`src/rtl/gate_pkg.sv`:
```
// Shared definitions for the two-input gate BIST: op encodings, FSM states, vector count.
// No timing of its own; no flow control.
package gate_pkg;

  localparam logic [2:0] OP_AND  = 3'd0;
  localparam logic [2:0] OP_OR   = 3'd1;
  localparam logic [2:0] OP_NAND = 3'd2;
  localparam logic [2:0] OP_NOR  = 3'd3;
  localparam logic [2:0] OP_XOR  = 3'd4;
  localparam logic [2:0] OP_XNOR = 3'd5;

  localparam int         NUM_VEC  = 4;
  localparam logic [1:0] LAST_VEC = 2'(NUM_VEC - 1);

  typedef enum logic [1:0] {
    ST_IDLE,
    ST_DRIVE,
    ST_SAMPLE,
    ST_FIN
  } state_t;

  function automatic logic op_legal(input logic [2:0] op);
    return op <= OP_XNOR;
  endfunction

endpackage

```
`src/rtl/gate_ref.sv`:
```
// Reference model of the gate under test: y = op(a, b). Purely combinational, no flow control.
// Illegal op codes return 0.
module gate_ref
  import gate_pkg::*;
(
  input  logic [2:0] op,
  input  logic       a,
  input  logic       b,
  output logic       y
);

  always_comb begin
    y = 1'b0;
    case (op)
      OP_AND:  y = a & b;
      OP_OR:   y = a | b;
      OP_NAND: y = ~(a & b);
      OP_NOR:  y = ~(a | b);
      OP_XOR:  y = a ^ b;
      OP_XNOR: y = ~(a ^ b);
      default: y = 1'b0;
    endcase
  end

endmodule

```
`src/rtl/gate_bist.sv`:
```
// Exhaustive 4-vector BIST for a two-input gate; a run lasts 4*(SETTLE+1)+1 cycles from start to done.
// No backpressure: start is accepted only in IDLE, otherwise dropped.
module gate_bist
  import gate_pkg::*;
#(
  parameter int unsigned SETTLE = 1
)
(
  input  logic       clk,
  input  logic       rst_n,
  input  logic       start,
  input  logic [2:0] op,
  output logic       a_o,
  output logic       b_o,
  input  logic       c_i,
  output logic       busy,
  output logic       done,
  output logic       pass,
  output logic [2:0] err_cnt,
  output logic [3:0] fail_vec,
  output logic       op_err
);

  localparam logic [3:0] SETTLE_LAST = 4'(SETTLE - 1);

  state_t     state, state_nx;
  logic [1:0] vec, vec_nx;
  logic [3:0] cnt, cnt_nx;
  logic [2:0] op_q, op_q_nx;
  logic       a_nx, b_nx, busy_nx, done_nx, pass_nx, op_err_nx;
  logic [2:0] err_nx;
  logic [3:0] fail_nx;
  logic       exp_y;

  gate_ref u_ref (
    .op (op_q),
    .a  (vec[1]),
    .b  (vec[0]),
    .y  (exp_y)
  );

  always_ff @(posedge clk or negedge rst_n) begin
    if (!rst_n) begin
      state    <= ST_IDLE;
      vec      <= 2'd0;
      cnt      <= 4'd0;
      op_q     <= 3'd0;
      a_o      <= 1'b0;
      b_o      <= 1'b0;
      busy     <= 1'b0;
      done     <= 1'b0;
      pass     <= 1'b0;
      err_cnt  <= 3'd0;
      fail_vec <= 4'd0;
      op_err   <= 1'b0;
    end else begin
      state    <= state_nx;
      vec      <= vec_nx;
      cnt      <= cnt_nx;
      op_q     <= op_q_nx;
      a_o      <= a_nx;
      b_o      <= b_nx;
      busy     <= busy_nx;
      done     <= done_nx;
      pass     <= pass_nx;
      err_cnt  <= err_nx;
      fail_vec <= fail_nx;
      op_err   <= op_err_nx;
    end
  end

  // busy/done/pass are computed one state ahead so they are registered yet aligned with the state.
  always_comb begin
    state_nx  = state;
    vec_nx    = vec;
    cnt_nx    = cnt;
    op_q_nx   = op_q;
    a_nx      = a_o;
    b_nx      = b_o;
    busy_nx   = 1'b0;
    done_nx   = 1'b0;
    pass_nx   = pass;
    err_nx    = err_cnt;
    fail_nx   = fail_vec;
    op_err_nx = op_err;

    case (state)
      ST_IDLE: begin
        if (start) begin
          op_q_nx = op;
          vec_nx  = 2'd0;
          cnt_nx  = 4'd0;
          err_nx  = 3'd0;
          fail_nx = 4'd0;
          pass_nx = 1'b0;
          if (op_legal(op)) begin
            op_err_nx = 1'b0;
            state_nx  = ST_DRIVE;
            a_nx      = 1'b0;
            b_nx      = 1'b0;
            busy_nx   = 1'b1;
          end else begin
            op_err_nx = 1'b1;
            state_nx  = ST_FIN;
            done_nx   = 1'b1;
          end
        end
      end

      ST_DRIVE: begin
        busy_nx = 1'b1;
        if (cnt == SETTLE_LAST) begin
          cnt_nx   = 4'd0;
          state_nx = ST_SAMPLE;
        end else begin
          cnt_nx = cnt + 4'd1;
        end
      end

      ST_SAMPLE: begin
        if (c_i != exp_y) begin
          err_nx       = err_cnt + 3'd1;
          fail_nx[vec] = 1'b1;
        end
        if (vec == LAST_VEC) begin
          state_nx = ST_FIN;
          done_nx  = 1'b1;
          pass_nx  = (err_nx == 3'd0) && !op_err;
        end else begin
          vec_nx   = vec + 2'd1;
          state_nx = ST_DRIVE;
          busy_nx  = 1'b1;
          a_nx     = vec_nx[1];
          b_nx     = vec_nx[0];
        end
      end

      ST_FIN: begin
        state_nx = ST_IDLE;
      end

      default: begin
        state_nx = ST_IDLE;
      end
    endcase
  end

endmodule
```
`config.mk`:
```
export PLATFORM = sky130hd
export DESIGN_NAME = gate_bist
export DESIGN_NICKNAME = d
export VERILOG_FILES = /design/src/rtl/gate_pkg.sv /design/src/rtl/gate_ref.sv /design/src/rtl/gate_bist.sv
export SDC_FILE = /design/constraint.sdc
export NUM_CORES = 1
export LEC_CHECK = 0
export ABC_AREA = 1
export CORE_AREA = 4 4 58 60
export CTS_CLUSTER_SIZE = 28
export DETAILED_ROUTE_END_ITERATION = 6
export DIE_AREA = 0 0 62 64
export GPL_TIMING_DRIVEN = 0
export PLACE_DENSITY_LB_ADDON = 0.08
export SLEW_MARGIN = 40
export SYNTH_ARGS = -nofsm -noshare
export SYNTH_HDL_FRONTEND = slang
export SYNTH_SLANG_ARGS = --single-unit
```
`constraint.sdc`:
```
create_clock -name clk -period 1.95 [get_ports clk]
set_clock_uncertainty 0.2 [all_clocks]
set_input_delay 0.2925 -clock clk [delete_from_list [all_inputs] [get_ports clk]]
set_output_delay 0.2925 -clock clk [all_outputs]
set_load 0.005 [all_outputs]
```
==> results.md <==
| Item | Value | Unit |
|:---|:---|:---|
| Result of the run | finished, final reports clean | - |
| Floorplan core area | 2930 | sq um |
| Clock transition time at the flip-flop clock pins of the worst setup and hold paths | 0.13 | ns |
| Number of nets in the finished design | 185 | - |
| Most frequent cells in the layout | sky130_fd_sc_hd__dfrtp_1 (24), sky130_fd_sc_hd__nand2_1 (20), sky130_fd_sc_hd__clkdlybuf4s50_1 (18) | - |
| Measured slew at the worst slew-check pin | 0.534 | ns |
| Number of pins with negative max-slew slack in the final report | 0 | - |
| Type of the setup path with the least slack | reg2reg | - |
| Adder-Cell Fraction of Synth Area | 6.82 | % |
| Max_cap viols | 0 | - |
| Final hold violation count | 0 | - |
| Clock Root Buffer | sky130_fd_sc_hd__clkbuf_4 | - |
| Delay of the slowest critical-path stage | 0.41 | ns |
| Sinks on Clock Net | 24 | - |
| Total number of yosys warnings | 0 | - |
| Main combinational cell family by area after synthesis | simple AND/OR/NAND/NOR gates | - |
| Share of the yosys chip area belonging to registers | 46.8 | % |
| Syn Area/Cell | 9.04 | sq um |
| Number of antenna repair diodes | 0 | - |
| Total CTS buffers | 3 | - |
| Unique cell type count in the Yosys netlist | 24 | - |
| RePlAce Congestion | 0.767 | - |
| Critical path cell sequence | inv_2 -> ha_4 -> inv_1 -> nand2_1 -> nand3_2 -> nand2_1 -> nand2_2 -> nand3_4 -> nand2_8 -> xor2_2 -> nand3_2 -> nand2_1 | - |
| Leak | 0.779 | nW |
| Min-delay worst type | in2async | - |
| Headroom to the max-slew limit | 64.4 | % |
| Critical path data arrival time | 1.90 | ns |
| Area of the die | 3970 | sq um |
| Proportion of synthesized area in mux cells | 0 | % |
| Cell with the largest stage delay on the worst path | sky130_fd_sc_hd__dfrtp_1 | - |
| Number of nets produced by synthesis | 156 | - |
| PnR Total Power | 2.19 | mW |
| Most common cell after layout, fill and taps aside | sky130_fd_sc_hd__dfrtp_1 | - |
| Antenna violations before repair | 0 | - |
| Detailed-placement wirelength estimate | 1830 | um |
| Insertion delay of the later-clocked pin in the worst-skew pair | 0.31 | ns |
| Worst r2r path cells | 12 | - |
| Critical Path Source Type | flop | - |
| Die height | 64 | um |
| Area added between synthesis and finish | 26.7 | % |
| Congestion Overflow GR | 0 | - |
| Count of boundary I/O pins | 20 | - |
| Share of the cycle needed by the critical path after routing | 94.8 | % |
| Pin count of the biggest net entering global routing | 25 | - |
| Residual DRC | 0 | - |
| Crit. End Element | flop | - |
| DR vias/cell | 4.90 | - |
| Starting density of the core | 43.8 | % |
| Cell area power density | 1350 | nW/um^2 |
| Cell repeated most along the worst path | sky130_fd_sc_hd__nand2_1 | - |
| Detailed-route via count | 995 | - |
| Netlist area before placement | 1280 | sq um |
| Tightest hold margin | 0.288 | ns |
| CTS tree | built | - |
| Buffer depth of the longest clock path | 2 | - |
| Setup tns final | 0 | ns |
| Fill cell total of the finished layout | 274 | - |
| Max VDD drop | 624 | uV |
| Setup violations, final | 0 | - |
| Port Buffer Count | 19 | - |
| Global-route wire length before repair | 4460 | um |
| Fmax | 541 | MHz |
| Required time of the critical path | 2.00 | ns |
| Antenna viol nets, final | 0 | - |
| Number of design-rule violations left by the first detailed-router iteration | 63 | - |
| Simple-gate area share of the yosys netlist | 27.1 | % |
| Seq cells post-synth | 24 | - |
| Wire length per cell | 12.0 | um |
| Row Count | 20 | - |
| Synthesized instance count | 142 | - |
| First-pass detailed-route iteration total | 3 | - |
| Clock H-tree levels | 1 | - |
| Fin crit period | 1.85 | ns |
| Compound-gate portion of the synthesized area | 10.5 | % |
| Worst-path fanout max | 4 | - |
| Final Routed Wirelength | 2440 | um |
| Xor-xnor portion of the synthesized cell area | 1.95 | % |
| Setup repair after global routing missed its margin | yes | - |
| Share of post-route cells with drive strength above 1 | 25.3 | % |
| Via count of the first global-routing pass | 1,035 | - |
| Total track usage | 14.8 | % |
| DIE WIDTH | 62 | um |
critical path: cells and delay by family, from the launching register on:
family,cells,cell delay [ns]
xor gates and xnor gates,1,0.17
and+or+nand+nor,8,0.62
DFF,1,0.41
adders and majority gates,1,0.22
buffers and inverters,2,0.15
path summary, 6_finish.rpt:
path                         from          end  slack [ns]
max                        vec[0]         pass        0.10
min                         rst_n  fail_vec[2]        0.29
max reg2reg                vec[0]         pass        0.10
min reg2reg                  pass         pass        0.30
max in group asynchronous   rst_n         done        0.91
min in group clk             pass         pass        0.30
per-stage QoR:
step	cell area [sq um]	std cells	utilization, %	setup slack, ns
6_report	1630	203	55.6	0.101
5_1_grt	1630	203	55.6	-0.0221
2_1_floorplan	1280	142	-	0.156
4_1_cts	1580	201	54.1	0.0313
3_5_place_dp	1510	194	51.6	-0.0208
3_3_place_gp	1520	194	51.8	0.00313
flip-flops by register name, summed over array words and instances, names as in the netlist:
| signal | cells |
|---|---|
| done | 1 |
| op_err | 1 |
| b_o | 1 |
| op_q | 3 |
| err_cnt | 3 |
| fail_vec | 4 |
| cnt | 4 |
| busy | 1 |
| a_o | 1 |
| state | 2 |
| vec | 2 |
| pass | 1 |
per-layer routing:
metal / up-vias / routed length [um] / global-route usage (%)
li1: 514 / - / -
met1: 472 / 1130 / 19.9
met2: 7 / 1250 / 24.0
met3: 2 / 42 / 2.02
met4: 0 / 13 / 4.77
met5: - / 0 / 0
where the power goes:
group | internal (mW) | switching [mW]
Clock | 0.114 | 0.146
Sequential | 0.656 | 0.116
Combinational | 0.499 | 0.663
cell families (layout without fill, tap and decap cells):
logic type                 count (synthesis)  count (layout)
and+or+nand+nor                           61              61
adders and majority gates                  7               7
xor gates and xnor gates                   2               2
DFF                                       24              24
AOI/OAI and AO/OA                         25              25
buffers and inverters                     23              51
cells in the mapped netlist:
cell	count	area share (%)
sky130_fd_sc_hd__dfrtp_1	24	47
sky130_fd_sc_hd__nand2_1	23	6.7
sky130_fd_sc_hd__inv_1	16	4.7
sky130_fd_sc_hd__nor2_1	11	3.2
sky130_fd_sc_hd__o21ai_0	9	3.5
sky130_fd_sc_hd__a21oi_1	7	2.7
sky130_fd_sc_hd__ha_1	7	6.8
sky130_fd_sc_hd__nand3_1	7	2.7
sky130_fd_sc_hd__inv_2	6	1.8
sky130_fd_sc_hd__nand2_2	4	1.9
sky130_fd_sc_hd__o21ai_1	4	1.6
sky130_fd_sc_hd__nand3_4	3	4.1
sky130_fd_sc_hd__nand4_1	3	1.5
sky130_fd_sc_hd__nor2_2	3	1.5
sky130_fd_sc_hd__o22ai_1	3	1.5
sky130_fd_sc_hd__nand2_4	2	1.8
sky130_fd_sc_hd__nand3_2	2	1.6
sky130_fd_sc_hd__nor2_4	2	1.8
sky130_fd_sc_hd__a21oi_2	1	0.68
sky130_fd_sc_hd__buf_2	1	0.39
sky130_fd_sc_hd__nor3_1	1	0.39
sky130_fd_sc_hd__o211ai_1	1	0.59
sky130_fd_sc_hd__xor2_1	1	0.68
sky130_fd_sc_hd__xor2_2	1	1.3
final cells by class:
type	instances	area [sq um]	area share (%)
timing repair buffer	24	225	13.8
tap	33	41.3	2.54
multi-input combinational	95	636	39.1
sequential	24	601	36.9
inverter	22	82.6	5.08
clock buffer	4	36.3	2.23
buffer	1	5.00	0.308
timing repair:
action,4_1_cts,5_1_grt
setup endpoints to repair,3,8
pin swaps,0,4
endpoints found under the hold margin,24,0
buffers inserted,2,2
hold buffers,1,0
gates resized for setup,1,9
No activity file was read; power rests on OpenSTA's default activity.
